## src/rtl/calc_pkg.sv

```systemverilog
// calc_pkg: shared button constants, per-channel debounce FSM states and counter sizing.
package calc_pkg;

    localparam int NUM_BUTTONS = 9;

    localparam int BTN_DIG0 = 0;
    localparam int BTN_DIG1 = 1;
    localparam int BTN_DIG2 = 2;
    localparam int BTN_DIG3 = 3;
    localparam int BTN_ADD  = 4;
    localparam int BTN_SUB  = 5;
    localparam int BTN_MUL  = 6;
    localparam int BTN_DIV  = 7;
    localparam int BTN_SHOW = 8;

    typedef enum logic [1:0] {IDLE, PRESS_WAIT, HELD, RELEASE_WAIT} btn_state_t;

    function automatic int cnt_width(input int a, input int b, input int c);
        int m;
        m = a > b ? a : b;
        m = m > c ? m : c;
        return $clog2(m + 1);
    endfunction

endpackage

```

## src/rtl/button_conditioner_if.sv

```systemverilog
// button_conditioner_if: raw button levels in, debounced levels and press pulses out.
interface button_conditioner_if #(
    parameter int N = 9
);
    logic [N-1:0] buttons_raw;
    logic [N-1:0] buttons_level;
    logic [N-1:0] buttons_pulse;

    modport master (output buttons_raw, input buttons_level, input buttons_pulse);
    modport slave (input buttons_raw, output buttons_level, output buttons_pulse);
endinterface

```

## src/rtl/button_debounce.sv

```systemverilog
// button_debounce: one channel -- 2-flop synchronizer, debounce FSM and press pulse.
// Auto-repeat is compiled in only when BUTTON_AUTOREPEAT_EN is defined.
module button_debounce
    import calc_pkg::*;
#(
    parameter int DEBOUNCE_CYCLES = 4,
    parameter int REPEAT_DELAY    = 10,
    parameter int REPEAT_PERIOD   = 5,
    parameter bit REPEAT_EN       = 1'b0
) (
    input  logic clk,
    input  logic reset_n,
    input  logic raw,
    output logic level,
    output logic pulse
);
    localparam int W = cnt_width(DEBOUNCE_CYCLES, REPEAT_DELAY, REPEAT_PERIOD);
    localparam logic [W-1:0] DB_LAST = W'(DEBOUNCE_CYCLES - 1);

    logic [1:0] sync;
    logic s;
    btn_state_t state, state_nx;
    logic [W-1:0] cnt, cnt_nx;
    logic press, rpt_fire;

    assign s = sync[1];
    assign level = state == HELD || state == RELEASE_WAIT;

    // The entry sample lives in IDLE/HELD, so the wait states need DEBOUNCE_CYCLES more.
    always_comb begin
        state_nx = state;
        cnt_nx = cnt + W'(cnt != '1);
        press = 1'b0;
        unique case (state)
            IDLE: begin
                state_nx = s ? PRESS_WAIT : IDLE;
                cnt_nx = '0;
            end
            PRESS_WAIT: begin
                press = s && cnt == DB_LAST;
                state_nx = !s ? IDLE : press ? HELD : PRESS_WAIT;
            end
            HELD: begin
                state_nx = s ? HELD : RELEASE_WAIT;
                cnt_nx = '0;
            end
            RELEASE_WAIT: state_nx = s ? HELD : cnt == DB_LAST ? IDLE : RELEASE_WAIT;
        endcase
    end

    always_ff @(posedge clk or negedge reset_n) begin
        if (!reset_n) begin
            sync <= '0;
            state <= IDLE;
            cnt <= '0;
            pulse <= 1'b0;
        end else begin
            sync <= {sync[0], raw};
            state <= state_nx;
            cnt <= cnt_nx;
            pulse <= press | rpt_fire;
        end
    end

`ifdef BUTTON_AUTOREPEAT_EN
    logic [W-1:0] rpt;
    logic rpt_phase, held_on;

    // Timer runs only while staying in HELD; any exit or re-entry restarts the delay phase.
    assign held_on = REPEAT_EN && state == HELD && s;
    assign rpt_fire = held_on && rpt == (rpt_phase ? W'(REPEAT_PERIOD - 1) : W'(REPEAT_DELAY - 1));

    always_ff @(posedge clk or negedge reset_n) begin
        if (!reset_n) begin
            rpt <= '0;
            rpt_phase <= 1'b0;
        end else begin
            rpt <= held_on && !rpt_fire ? rpt + W'(rpt != '1) : '0;
            rpt_phase <= held_on && (rpt_phase || rpt_fire);
        end
    end
`else
    localparam bit unused_repeat_en = REPEAT_EN;
    assign rpt_fire = 1'b0;
`endif

endmodule

```

## src/rtl/button_conditioner.sv

```systemverilog
// button_conditioner: NUM_BUTTONS independent debounced channels with one-cycle press pulses.
// Define BUTTON_AUTOREPEAT_EN to add auto-repeat on the REPEAT_MASK channels.
module button_conditioner #(
    parameter int NUM_BUTTONS     = calc_pkg::NUM_BUTTONS,
    parameter int DEBOUNCE_CYCLES = 500000,
    parameter int REPEAT_DELAY    = 25000000,
    parameter int REPEAT_PERIOD   = 10000000,
    parameter logic [NUM_BUTTONS-1:0] REPEAT_MASK = 9'b000001111
) (
    input logic clk,
    input logic reset_n,
    button_conditioner_if.slave bus
);
    logic [NUM_BUTTONS-1:0] level, pulse;

    assign bus.buttons_level = level;
    assign bus.buttons_pulse = pulse;

    for (genvar i = 0; i < NUM_BUTTONS; i++) begin : g_ch
        button_debounce #(
            .DEBOUNCE_CYCLES(DEBOUNCE_CYCLES),
            .REPEAT_DELAY(REPEAT_DELAY),
            .REPEAT_PERIOD(REPEAT_PERIOD),
            .REPEAT_EN(REPEAT_MASK[i])
        ) u_deb (
            .clk(clk),
            .reset_n(reset_n),
            .raw(bus.buttons_raw[i]),
            .level(level[i]),
            .pulse(pulse[i])
        );
    end

endmodule

```

## src/flat_wrapper.sv

```systemverilog
// flat-port wrapper written by rule: the top's interface ports become plain ports
module button_conditioner_flat 
#(
    parameter int NUM_BUTTONS     = calc_pkg::NUM_BUTTONS,
    parameter int DEBOUNCE_CYCLES = 500000,
    parameter int REPEAT_DELAY    = 25000000,
    parameter int REPEAT_PERIOD   = 10000000,
    parameter logic [NUM_BUTTONS-1:0] REPEAT_MASK = 9'b000001111
)
  (clk, reset_n, bus_buttons_raw, bus_buttons_level, bus_buttons_pulse);
  button_conditioner_if bus_i ();
  input logic clk;
  input logic reset_n;
  input wire logic [$bits(bus_i.buttons_raw)-1:0] bus_buttons_raw;
  output wire logic [$bits(bus_i.buttons_level)-1:0] bus_buttons_level;
  output wire logic [$bits(bus_i.buttons_pulse)-1:0] bus_buttons_pulse;
  assign bus_i.buttons_raw = bus_buttons_raw;
  assign bus_buttons_level = bus_i.buttons_level;
  assign bus_buttons_pulse = bus_i.buttons_pulse;
  button_conditioner #(.NUM_BUTTONS(NUM_BUTTONS), .DEBOUNCE_CYCLES(DEBOUNCE_CYCLES), .REPEAT_DELAY(REPEAT_DELAY), .REPEAT_PERIOD(REPEAT_PERIOD), .REPEAT_MASK(REPEAT_MASK)) u_core (.clk(clk), .reset_n(reset_n), .bus(bus_i));
endmodule
```

## config.mk

```make
export PLATFORM = sky130hd
export DESIGN_NAME = button_conditioner_flat
export DESIGN_NICKNAME = d
export VERILOG_FILES = /design/src/rtl/calc_pkg.sv /design/src/rtl/button_conditioner_if.sv /design/src/rtl/button_debounce.sv /design/src/rtl/button_conditioner.sv /design/src/flat_wrapper.sv
export SDC_FILE = /design/constraint.sdc
export NUM_CORES = 1
export LEC_CHECK = 0
export ABC_AREA = 1
export BUFFER_PORTS_ARGS = -buffer_cell sky130_fd_sc_hd__buf_2
export CORE_AREA = 8 8 158 160
export CTS_CLUSTER_SIZE = 16
export DETAILED_ROUTE_END_ITERATION = 10
export DIE_AREA = 0 0 166 168
export PLACE_DENSITY_LB_ADDON = 0.12
export SYNTH_ARGS = -nofsm -noshare
export SYNTH_HDL_FRONTEND = slang
export SYNTH_SLANG_ARGS = --single-unit
```

## constraint.sdc

```tcl
create_clock -name clk -period 5.4 [get_ports clk]
set_input_delay 1.08 -clock clk [delete_from_list [all_inputs] [get_ports clk]]
set_output_delay 1.08 -clock clk [all_outputs]
set_load 0.05 [all_outputs]
```

==> results of run 1 <==
[synthesized netlist by cell type (4+ instances only)]
library cell	count	share of area
a21oi_1	102	0.034
a31oi_1	16	0.0066
buf_2	4	0.0013
buf_4	19	0.0094
clkbuf_1	22	0.0054
dfrtp_1	270	0.44
ha_1	18	0.015
inv_1	217	0.054
inv_2	8	0.0020
nand2_1	563	0.14
nand2_2	37	0.015
nand3_1	79	0.026
nand3b_1	6	0.0030
nand4_1	58	0.024
nor2_1	458	0.11
nor2_2	70	0.029
nor2_4	20	0.015
nor3_1	45	0.015
o21ai_0	60	0.020
o21ai_1	14	0.0046
xnor2_1	25	0.014
xor2_1	4	0.0023
[layout make-up]
| type | count | area (um2) | area share |
|---|---|---|---|
| Clock buffer | 41 | 800.8 | 0.04870 |
| Multi-Input combinational cell | 1594 | 7365 | 0.4479 |
| Clock inverter | 7 | 137.6 | 0.008371 |
| Inverter | 226 | 848.3 | 0.05159 |
| Sequential cell | 270 | 6756 | 0.4109 |
| Timing Repair Buffer | 30 | 177.7 | 0.01081 |
| Tap cell | 285 | 356.6 | 0.02169 |
[kinds of logic (layout without fill, tap and decap cells)]
logic type,count (synthesis),count (layout),share of synthesized area
buffers and inverters,271,304,0.07188
AO/OA/AOI/OAI,200,200,0.06842
AND/OR/NAND/NOR,1347,1347,0.3841
adder cells (fa/ha/maj),18,18,0.01480
flip-flops,270,270,0.4441
XOR/XNOR,29,29,0.01669
[state kept, by name, summed over array words and instances (netlist names)]
signal,flops
u_core.g_ch.u_deb.pulse,9
u_core.g_ch.u_deb.state,18
u_core.g_ch.u_deb.sync,18
u_core.g_ch.u_deb.cnt,225
[cell usage in the layout, fill, tap and decap left out, types with 8 or more instances in the layout]
cell,count
nor2_4,20
ha_1,18
inv_1,217
clkbuf_1,9
clkbuf_16,29
a21oi_1,102
o21ai_0,60
nor2_1,458
nand4_1,58
xnor2_1,25
buf_2,27
nand3_1,79
dfrtp_1,270
o21ai_1,14
nand2_2,37
inv_2,8
a31oi_1,16
nor2_2,70
nor3_1,45
nand2_1,563
[critical path: stages, from the launching register on]
cell	delay, ns
dfrtp_1	0.39
nand2_1	0.11
nor2_1	0.26
nand2_1	0.09
nor2_1	0.12
nand4_1	0.11
ha_1	0.23
ha_1	0.21
nand2_2	0.10
nor2_2	0.06
nand2_2	0.13
nor2_2	0.07
or2_2	0.28
nand2_1	0.06
nor2_1	0.05
[worst max path at each step]
stage	start	end	slack [ns]	depth (start not counted)
6_report	u_core.g_ch[7].u_deb.cnt[16]	u_core.g_ch[7].u_deb.cnt[10]	3.01	14
3_3_place_gp	reset_n	u_core.g_ch[5].u_deb.cnt[7]	2.99	2
2_1_floorplan	u_core.g_ch[7].u_deb.cnt[16]	u_core.g_ch[7].u_deb.cnt[10]	3.33	14
5_1_grt	u_core.g_ch[6].u_deb.cnt[11]	u_core.g_ch[6].u_deb.cnt[12]	2.77	13
4_1_cts	u_core.g_ch[3].u_deb.state[1]	bus_buttons_level[3]	3.02	1
3_5_place_dp	reset_n	u_core.g_ch[5].u_deb.cnt[8]	2.98	2
[layer usage]
metal / vias up / wire length [um] / track usage / share of wire
li1: 6763 / - / - / -
met1: 6277 / 14980 / 0.3114 / 0.45
met2: 368 / 16020 / 0.4127 / 0.48
met3: 73 / 1700 / 0.02830 / 0.051
met4: 0 / 738 / 0.07352 / 0.022
met5: - / 0 / 0 / 0
[power groups by stage]
| stage | clock network, mW | logic (mW) | registers [mW] |
|---|---|---|---|
| final | 1.96 | 0.119 | 2.08 |
| after floorplan | 0 | 0.0699 | 2.10 |
| after detailed placement | 0 | 0.119 | 2.12 |
| after global placement | 0 | 0.116 | 2.12 |
| after global routing | 2.08 | 0.142 | 2.09 |
| after CTS | 2.00 | 0.122 | 2.08 |
==> summary.md, run 1 <==
| Metric | Value |
|---|---|
| Pins Over Slew Limit | 0 |
| HPWL after DPL | 24170 um |
| CP Launch Type | register |
| WL/cell | 13.63 um |
| HP Class | reg2reg |
| Leakage | 6.796 nW |
| Vias per cell | 5.496 |
| Max Buffers Root-to-Sink | 3 |
| Setup_tns | 0 ns |
| Gate power share | 0.028 |
| GRT overflow | 0 |
| Relative slew slack | 0.4034 |
| Synth warn | 0 |
| # IOs | 29 |
| CTS tree | done |
| Largest net degree at the start of global routing | 120 |
| Cells on worst reg2reg path | 14 |
| Core area | 0.02237 mm2 |
| Pre-CTS WS | 2.984 ns |
| Final Cycle Share | 0.4432 |
| CTS Hold Bufs | 0 |
| Final Cell Area | 0.01644 mm2 |
| Layout cells sized above 1 | 0.09594 |
| Final Util | 0.7352 |
| Yosys cell types | 32 |
| Post-cts sizing count | 0 |
| Antenna violations before repair | 0 |
| GRT Total Usage | 0.2388 |
| Reg power frac | 0.500 |
| Final min period | 2.393 ns |
| Placed Cells | 2405 |
| Final WS setup | 3.007 ns |
| Hold worst-path end | u_core.g_ch[1].u_deb.sync[1] |
| First-pass GRT wire length | 57650 um |
| Syn Inst Count | 2135 |
| Worst Setup Path Type | reg2reg |
| Flops & latches, synth | 270 |
| DR vias | 13481 |
| Pre-Repair DR Iteration Count | 6 |
| Cell Rows | 55 |
| Reg-to-reg critical path endpoint | u_core.g_ch[7].u_deb.cnt[10] |
| Die X | 166 um |
| Net switching power of the design | 0.8742 mW |
| DR DRC count | 0 |
| Max Fclk | 0.4178 GHz |
| Die Ht | 168 um |
| FF-to-FF Start | u_core.g_ch[7].u_deb.cnt[16] |
| Filler cells | 1769 |
| Critical path arrival | 2.81 ns |
| Async S/R FF share, synth | 1.000 |
| Status | completed |
| Worst EP required | 5.82 ns |
| Clk pin slew, worst setup/hold paths | 0.06 ns |
| Pint | 3.293 mW |
| Post-synth EDFFs | 0 |
| Worst hold stages | 0 |
| Final hold viol count | 0 |
| Post-CTS Setup Repair Bufs | 0 |
| CP max FO | 5 |
| Vias in the first global route | 12969 |
| PwrDens | 253.4 mW/mm2 |
| Drt total wl | 33440 um |
| Clock Tree Root | clkbuf_16 |
| Number of CTS-inserted buffers | 29 |
| Fin cells | 2453 |
| Endpoints failing setup | 0 |
| DIE AREA | 0.02789 mm2 |
| Worst reg2reg setup slack | 3.01 ns |
| Routed Antenna Nets | 0 |
| Skew-Pair Late Insertion Delay | 0.54 ns |
| I/O Buffers | 28 |
| Hold WS | 0.3465 ns |
| P&R area growth vs syn | 8.067% |
| Primary FF master, synth | dfrtp_1 |
| Initial Util | 0.6803 |
| NumNets Final | 2180 |
| Hold path start | u_core.g_ch[1].u_deb.sync[0] |
| DR iter-0 viols | 1146 |
| Slew @ Worst Pin | 0.8949 ns |
| Total power | 4.167 mW |
| Peak VDD IR | 0.2717 mV |
| Crit. End Element | register |
| RSZ-0062 raised after global routing | false |
| Mean Syn Cell Area | 7.126 um2 |
| Post-DP Area | 0.01550 mm2 |
| # clock sinks | 270 |
| Seq/Total Area, Yosys | 0.4441 |
| Placer Congestion | 0.9500 |
| Clk_skew | 0.01202 ns |
| Max H-tree Level | 1 |
| Net Count, Synth | 2164 |
| Net Sw Frac | 0.2098 |
| Max Cap Viol | 0 |
| # diodes | 0 |
| Clock Power Share | 0.471 |
| Mapped cell area | 0.01521 mm2 |
No activity file was read; power rests on OpenSTA's default activity.
==> inputs of run 2 (changes only) <==
CORE_AREA = 8 8 173 175   (was 8 8 158 160)
DIE_AREA = 0 0 181 183   (was 0 0 166 168)
clock period = 1.99 ns   (was 5.4 ns; I/O delays follow)
==> run 2 against run 1 <==
Net effect: the run now ends with negative setup slack left; sequential share of layout area fell by 7.9 points; utilization rose by 1.1 points; global-route usage fell by 0.99 points; die area rose by 19%; largest cell class unchanged; count of clock-buffer cells in the layout fell by 2; largest power group is now clock; power rose to 3.0 times the previous value; worst hold slack got worse by 0.085 ns; combinational power rose to 4.5 times the previous value; maximum frequency rose by 15%.
==> summary.md, run 2 (synthesis gave the netlist of run 1 again) <==
| Metric | Value |
|---|---|
| WL/cell | 13.70 um (+0.51%) |
| HPWL after DPL | 27930 um (+16%) |
| Die Ht | 183 um (+8.9%) |
| Slowest-stage cell, CP | dfrtp_2 |
| I/O Buffers | 28 (unchanged) |
| Failing checks | negative setup slack |
| Pins Over Slew Limit | 0 (unchanged) |
| Largest net degree at the start of global routing | 77 (-36%) |
| Layout cells sized above 1 | 0.2967 (+0.2007) |
| Max Buffers Root-to-Sink | 3 (unchanged) |
| First-pass GRT wire length | 65010 um (+13%) |
| Pre-Repair DR Iteration Count | 6 (unchanged) |
| Peak VDD IR | 0.6756 mV (+150%) |
| Clk_skew | 0.01124 ns (-0.0007787 ns) |
| Clk pin slew, worst setup/hold paths | 0.06 ns (about the same) |
| Drt total wl | 39240 um (+17%) |
| Final min period | 2.085 ns (-0.3078 ns) |
| Status | complete, but fails checks |
| Worst Setup Path Type | reg2reg |
| # clock sinks | 270 (unchanged) |
| GRT overflow | 0 (unchanged) |
| Relative slew slack | 0.7062 (+0.3028) |
| DR iter-0 viols | 1053 (-8.1%) |
| DR vias | 14972 (+11%) |
| Antenna violations before repair | 0 (unchanged) |
| Crit-path max cell delay | 0.46 ns (+0.07 ns) |
| Clock Tree Root | clkbuf_16 |
| Leakage | 9.002 nW (+32%) |
| Largest reg by FF count | u_core.g_ch.u_deb.cnt |
| Total power | 12.35 mW (+200%) |
| Max H-tree Level | 1 (unchanged) |
| Pre-CTS WS | -0.07622 ns (-3.060 ns) |
| DR DRC count | 0 (unchanged) |
| Placer Congestion | 0.9405 (-1.0%) |
| CP Launch Type | register |
| # IOs | 29 (unchanged) |
| Final Cell Area | 0.02038 mm2 (+24%) |
| CP max FO | 5 (unchanged) |
| Skew-Pair Late Insertion Delay | 0.55 ns (about the same) |
| Routed Antenna Nets | 0 (unchanged) |
| PwrDens | 606.0 mW/mm2 (+140%) |
| DIE AREA | 0.03312 mm2 (+19%) |
| CP bufs+invs | 0 (unchanged) |
| HP Class | in2async |
| Largest regs | u_core.g_ch.u_deb.cnt: 225 flops, u_core.g_ch.u_deb.state: 18 flops, u_core.g_ch.u_deb.sync: 18 flops |
| Worst EP required | 2.43 ns (-3.39 ns) |
| Most frequent cells in the layout | 487 x nand2_1, 407 x nor2_1, 325 x buf_4 |
| Vias per cell | 5.228 (-4.9%) |
| Crit. End Element | register |
| Slew @ Worst Pin | 0.4408 ns (-0.4542 ns) |
| GRT Total Usage | 0.2288 (-0.009926) |
| Final WS setup | -0.09549 ns (-3.102 ns) |
| Family with the most delay on the worst path | simple AND/OR/NAND/NOR gates |
| RSZ-0062 raised after global routing | true |
| Core area | 0.02732 mm2 (+22%) |
| Final hold viol count | 0 (unchanged) |
| Critical path arrival | 2.52 ns (-0.29 ns) |
| CTS tree | done |
| Max FFs per register | 225 (unchanged) |
| Max Cap Viol | 0 (unchanged) |
| NumNets Final | 2523 (+16%) |
| Commonest non-fill, non-tap cell in the layout | nand2_1 |
| Worst path cell trace | nand4_1, nor3_2, nand4_1, ha_4, ha_4, nand2_4, nor2_4, nand2_4, nor2_4, nand2_2, o21ai_2, nor2_1 |
| Vias in the first global route | 14534 (+12%) |
| Number of CTS-inserted buffers | 30 (+3.4%) |
| # diodes | 0 (unchanged) |
| Endpoints failing setup | 8 (+8) |
| Max Fclk | 0.4795 GHz (+15%) |
| Post-DP Area | 0.01781 mm2 (+15%) |
| P&R area growth vs syn | 33.97% |
| Initial Util | 0.5568 (-0.1235) |
| Die X | 181 um (+9.0%) |
| Final Cycle Share | 1.048 (+0.6048) |
| Cell Rows | 61 (+11%) |
-- run 2: cell types whose count changed in the layout (fill, tap and decap cells not counted), moves of 19 or more --
cell     previous run  this run
buf_4               1       325
nand2_1           563       487
nand2_2            37        94
nand2_4             0        19
nor2_1            458       407
nor2_4             20        65
-- run 2: repair_timing --
item,CTS,global route
setup buffers,10,38
setup endpoints to repair,61,169
hold buffers,10,0
pin swaps,25,106
endpoints found under the hold margin,217,0
gates resized for setup,44,242
-- run 2: final timing paths --
kind                       depth (start not counted)                      endpoint  slack (ns)                    startpoint
setup / recovery                                  12  u_core.g_ch[5].u_deb.cnt[14]        -0.1   u_core.g_ch[5].u_deb.cnt[1]
hold / removal                                     2  u_core.g_ch[1].u_deb.cnt[10]        0.26                       reset_n
setup reg to reg                                  12  u_core.g_ch[5].u_deb.cnt[14]        -0.1   u_core.g_ch[5].u_deb.cnt[1]
hold reg to reg                                    0  u_core.g_ch[5].u_deb.sync[1]        0.34  u_core.g_ch[5].u_deb.sync[0]
max in group asynchronous                          3  u_core.g_ch[8].u_deb.cnt[18]        1.06                       reset_n
min in group clk                                   0  u_core.g_ch[5].u_deb.sync[1]        0.34  u_core.g_ch[5].u_deb.sync[0]
-- run 2: power breakdown --
group	switching [mW]	internal, mW	leakage, nW
logic	0.333	0.206	4.78
clock network	2.26	3.93	0.541
registers	0.0647	5.56	3.69
-- run 2: routing by layer --
metal,global-route usage,wire (um)
met5,0,0
met3,0.03027,1643
met4,0.08035,910
met2,0.4071,19710
met1,0.2837,16980
-- run 2: worst register-to-register path: cells and delay by family (launching register included) --
family          cells  cell delay [ns]
compound gates      1             0.13
fa+ha+maj           2             0.33
simple gates        9             1.05
flops               1             0.46
-- run 2: cell type report --
cell class	instances	area [um2]
inverters	226	853.3
well taps	346	432.9
repair buffers	372	2826
fillers	2087	6940
clock inverters	17	272.8
flip-flops and latches	270	6758
clock buffers	39	855.8
multi-input cells	1594	8384
-- run 2: metrics by stage --
stage / setup TNS (ns) / hold WS [ns] / std cells / util
global placement: -0.09016 / 0.2374 / 2753 / 0.6519
floorplan: 0 / 0.1024 / 2135 / -
detailed placement: -1.303 / 0.2378 / 2753 / 0.6519
finish: -0.4317 / 0.2612 / 2864 / 0.7460
global route: -3.880 / 0.2712 / 2864 / 0.7460
CTS: -0.08183 / 0.2408 / 2829 / 0.7055
==> inputs of run 3 (changes only) <==
CORE_AREA = 8 8 174 176   (was 8 8 173 175)
DIE_AREA = 0 0 182 184   (was 0 0 181 183)
SYNTH_HIERARCHICAL = 1   (was default)
==> run 3 against run 2 <==
Net effect: critical path depth rose by 3; register-to-register slack improved by 0.02 ns; the flow still finishes with violations (negative setup slack); utilization rose by 3.6 points; largest cell class unchanged; largest power group unchanged; combinational power barely moved; highest routed layer unchanged; die area rose by 1.1%.
==> summary.md, run 3 <==
| Metric | Value |
|---|---|
| Post-synth EDFFs | 0 (unchanged) |
| Vias in the first global route | 15594 (+7.3%) |
| Flops & latches, synth | 270 (unchanged) |
| Slew @ Worst Pin | 0.4484 ns (+0.007656 ns) |
| Hold WS | 0.3241 ns (+0.06283 ns) |
| Clock Tree Root | clkbuf_16 |
| First-pass GRT wire length | 70190 um (+8.0%) |
| Worst EP required | 2.42 ns (about the same) |
| # clock sinks | 270 (unchanged) |
| CP Launch Type | register |
| Pre-CTS WS | -0.09904 ns (-0.02282 ns) |
| Die Ht | 184 um (+0.55%) |
| Max Cap Viol | 0 (unchanged) |
| Largest reg by FF count | u_core/g_ch.u_deb/cnt |
| GRT Total Usage | 0.2470 (+0.01819) |
| Commonest non-fill, non-tap cell in the layout | nand2_1 |
| GRT overflow | 0 (unchanged) |
| Drt total wl | 43520 um (+11%) |
| Clk pin slew, worst setup/hold paths | 0.06 ns (about the same) |
| NumNets Final | 2717 (+7.7%) |
| Die X | 182 um (+0.55%) |
| Status | complete, but fails checks |
| Largest net degree at the start of global routing | 65 (-16%) |
| Placed Cells | 2922 (+6.1%) |
| Max FFs per register | 225 (unchanged) |
| Endpoints failing setup | 33 (+25) |
| Skew-Pair Late Insertion Delay | 0.56 ns (about the same) |
| WL/cell | 14.23 um (+3.9%) |
| DR DRC count | 0 (unchanged) |
| Cell Rows | 61 (unchanged) |
| P&R area growth vs syn | 36.11% |
| Mean Syn Cell Area | 6.934 um2 (-2.7%) |
| Layout cells sized above 1 | 0.3087 (+0.01208) |
| Critical path arrival | 2.50 ns (-0.02 ns) |
| Failing checks | negative setup slack |
| Most frequent cells in the layout | 613 x nand2_1, 375 x nor2_1, 341 x buf_4 |
| Max H-tree Level | 1 (unchanged) |
| Most frequent cell after synthesis | nand2_1 |
| Net Count, Synth | 2306 (+6.6%) |
| DR iter-0 viols | 1462 (+39%) |
| CTS tree | done |
| I/O Buffers | 28 (unchanged) |
| Filler cells | 1958 (-6.2%) |
| Antenna violations before repair | 0 (unchanged) |
| Top post-synthesis cells by area | dfrtp_1 43%, nand2_1 16%, nor2_1 9.8%, inv_1 6.0%, nand3_1 3.4% |
| Final Cycle Share | 1.038 (-0.009784) |
| RSZ-0062 raised after global routing | true |
| HP Class | in2async |
| Synth warn | 6 (+6) |
| # IOs | 29 (unchanged) |
| Yosys cell types | 23 (-28%) |
| Pins Over Slew Limit | 0 (unchanged) |
| Primary FF master, synth | dfrtp_1 |
| Fin cells | 3057 (+6.7%) |
| Largest regs | u_core/g_ch.u_deb/cnt: 225 flops, u_core/g_ch.u_deb/state: 18 flops, u_core/g_ch.u_deb/sync: 18 flops |
| Clk_skew | 0.02087 ns (+0.009627 ns) |
| Max Fclk | 0.4840 GHz (+0.94%) |
| Seq/Total Area, Yosys | 0.4280 (-0.01612) |
| Crit. End Element | register |
| Final hold viol count | 0 (unchanged) |
| Final min period | 2.066 ns (-0.01947 ns) |
| Final WS setup | -0.07602 ns (+0.01947 ns) |
| Worst Setup Path Type | reg2reg |
| Placer Congestion | 0.9220 (-2.0%) |
| Mapped cell area | 0.01579 mm2 (+3.8%) |
| Total power | 12.28 mW (-0.59%) |
| PwrDens | 571.4 mW/mm2 (-5.7%) |
| Relative slew slack | 0.7011 (-0.005104) |
| Leakage | 9.514 nW (+5.7%) |
| Area leader, netlist | dfrtp_1 |
| DIE AREA | 0.03349 mm2 (+1.1%) |
| Routed Antenna Nets | 0 (unchanged) |
| Final Util | 0.7821 (+0.03607) |
| Initial Util | 0.5746 (+0.01776) |
| Pre-Repair DR Iteration Count | 6 (unchanged) |
| Core area | 0.02748 mm2 (+0.56%) |
| Vias per cell | 5.283 (+1.1%) |
| Number of CTS-inserted buffers | 31 (+3.3%) |
| Top cells by count, synth | 675 x nand2_1, 414 x nor2_1, 270 x dfrtp_1, 252 x inv_1, 108 x nand3_1 |
| Syn Inst Count | 2277 (+6.7%) |
| HPWL after DPL | 29720 um (+6.4%) |
| DR vias | 16149 (+7.9%) |
| Share of the synthesized area in the top cell type | 0.4280 (-0.01612) |
| Max Buffers Root-to-Sink | 3 (unchanged) |
| Peak VDD IR | 0.7793 mV (+15%) |
| CP max FO | 4 (-1) |
| Async S/R FF share, synth | 1.000 (unchanged) |
| # diodes | 0 (unchanged) |
run 3: cell count changes in the layout (fill, tap and decap cells not counted), sizes merged, moves of 14 or more:
| cell | change |
|---|---|
| buf | +33 |
| nor3 | +17 |
| nor2 | -44 |
| nand2 | +129 |
| xor2 | +14 |
| inv | +45 |
| nand3 | +29 |
run 3: worst max-delay path: stages (launching register included):
cell and delay (ns):
dfrtp_1 0.39, nand2_2 0.09, inv_2 0.04, nand2_2 0.06
nor2_1 0.04, nand4_1 0.07, nand3b_1 0.14, ha_2 0.23
ha_4 0.16, nand2_4 0.07, nor2_4 0.16, nand2_2 0.11
nor2_4 0.16, nand2_2 0.07, o21ai_2 0.10, nor2_1 0.05
run 3: through the flow:
stage / setup TNS (ns) / instance area [um2]
after floorplan: 0 / 15810
final: -0.9866 / 21490
after detailed placement: -1.261 / 18570
after global placement: -0.04669 / 18570
after global routing: -11.08 / 21490
after CTS: -0.1639 / 20280
run 3: worst paths after layout:
path	startpoint	depth (start not counted)	slack [ns]	endpoint
worst min register to register	u_core/g_ch[3].u_deb/sync[0]	0	0.35	u_core/g_ch[3].u_deb/sync[1]
min in group clk	u_core/g_ch[3].u_deb/sync[0]	0	0.35	u_core/g_ch[3].u_deb/sync[1]
worst max register to register	u_core/g_ch[2].u_deb/cnt[9]	15	-0.08	u_core/g_ch[2].u_deb/cnt[14]
worst max-delay path	u_core/g_ch[2].u_deb/cnt[9]	15	-0.08	u_core/g_ch[2].u_deb/cnt[14]
worst min-delay path	reset_n	2	0.32	u_core/g_ch[0].u_deb/cnt[13]
max in group asynchronous	reset_n	3	0.99	u_core/g_ch[2].u_deb/cnt[21]
run 3: what timing repair did:
item                       CTS  global route
gates resized for setup     66           273
hold endpoints to repair    47             0
setup endpoints to repair   77           170
pin swaps                   37           129
hold buffers                10             0
setup buffers               28            43
run 3: where the power goes:
| part | internal (mW) | switching, mW |
|---|---|---|
| Sequential | 5.56 | 0.105 |
| Combinational | 0.212 | 0.331 |
| Clock | 3.84 | 2.22 |
run 3: layout make-up:
class,count,area [um2],share of cell area
clock buffer,44,884.6,0.04117
clock inverter,12,216.5,0.01007
inverter,279,1060,0.04932
multi-input combinational,1701,9000,0.4188
sequential,270,6756,0.3144
tap,346,432.9,0.02015
timing repair buffer,405,3138,0.1460
run 3: cells by family after synthesis:
| family | Yosys count | synth area share |
|---|---|---|
| adders and majority gates | 18 | 0.01427 |
| DFF | 270 | 0.4280 |
| AOI/OAI and AO/OA | 189 | 0.06063 |
| and+or+nand+nor | 1458 | 0.4037 |
| xor gates and xnor gates | 36 | 0.01997 |
| buffers and inverters | 306 | 0.07347 |
run 3: metal layers:
| metal | part of all wire | vias to the layer above | routed length, um | GRT usage |
|---|---|---|---|---|
| li1 | - | 7963 | - | - |
| met1 | 0.43 | 7545 | 18640 | 0.3176 |
| met2 | 0.50 | 504 | 21550 | 0.4299 |
| met3 | 0.043 | 137 | 1890 | 0.02569 |
| met4 | 0.033 | 0 | 1435 | 0.08593 |
| met5 | 0 | - | 0 | 0 |
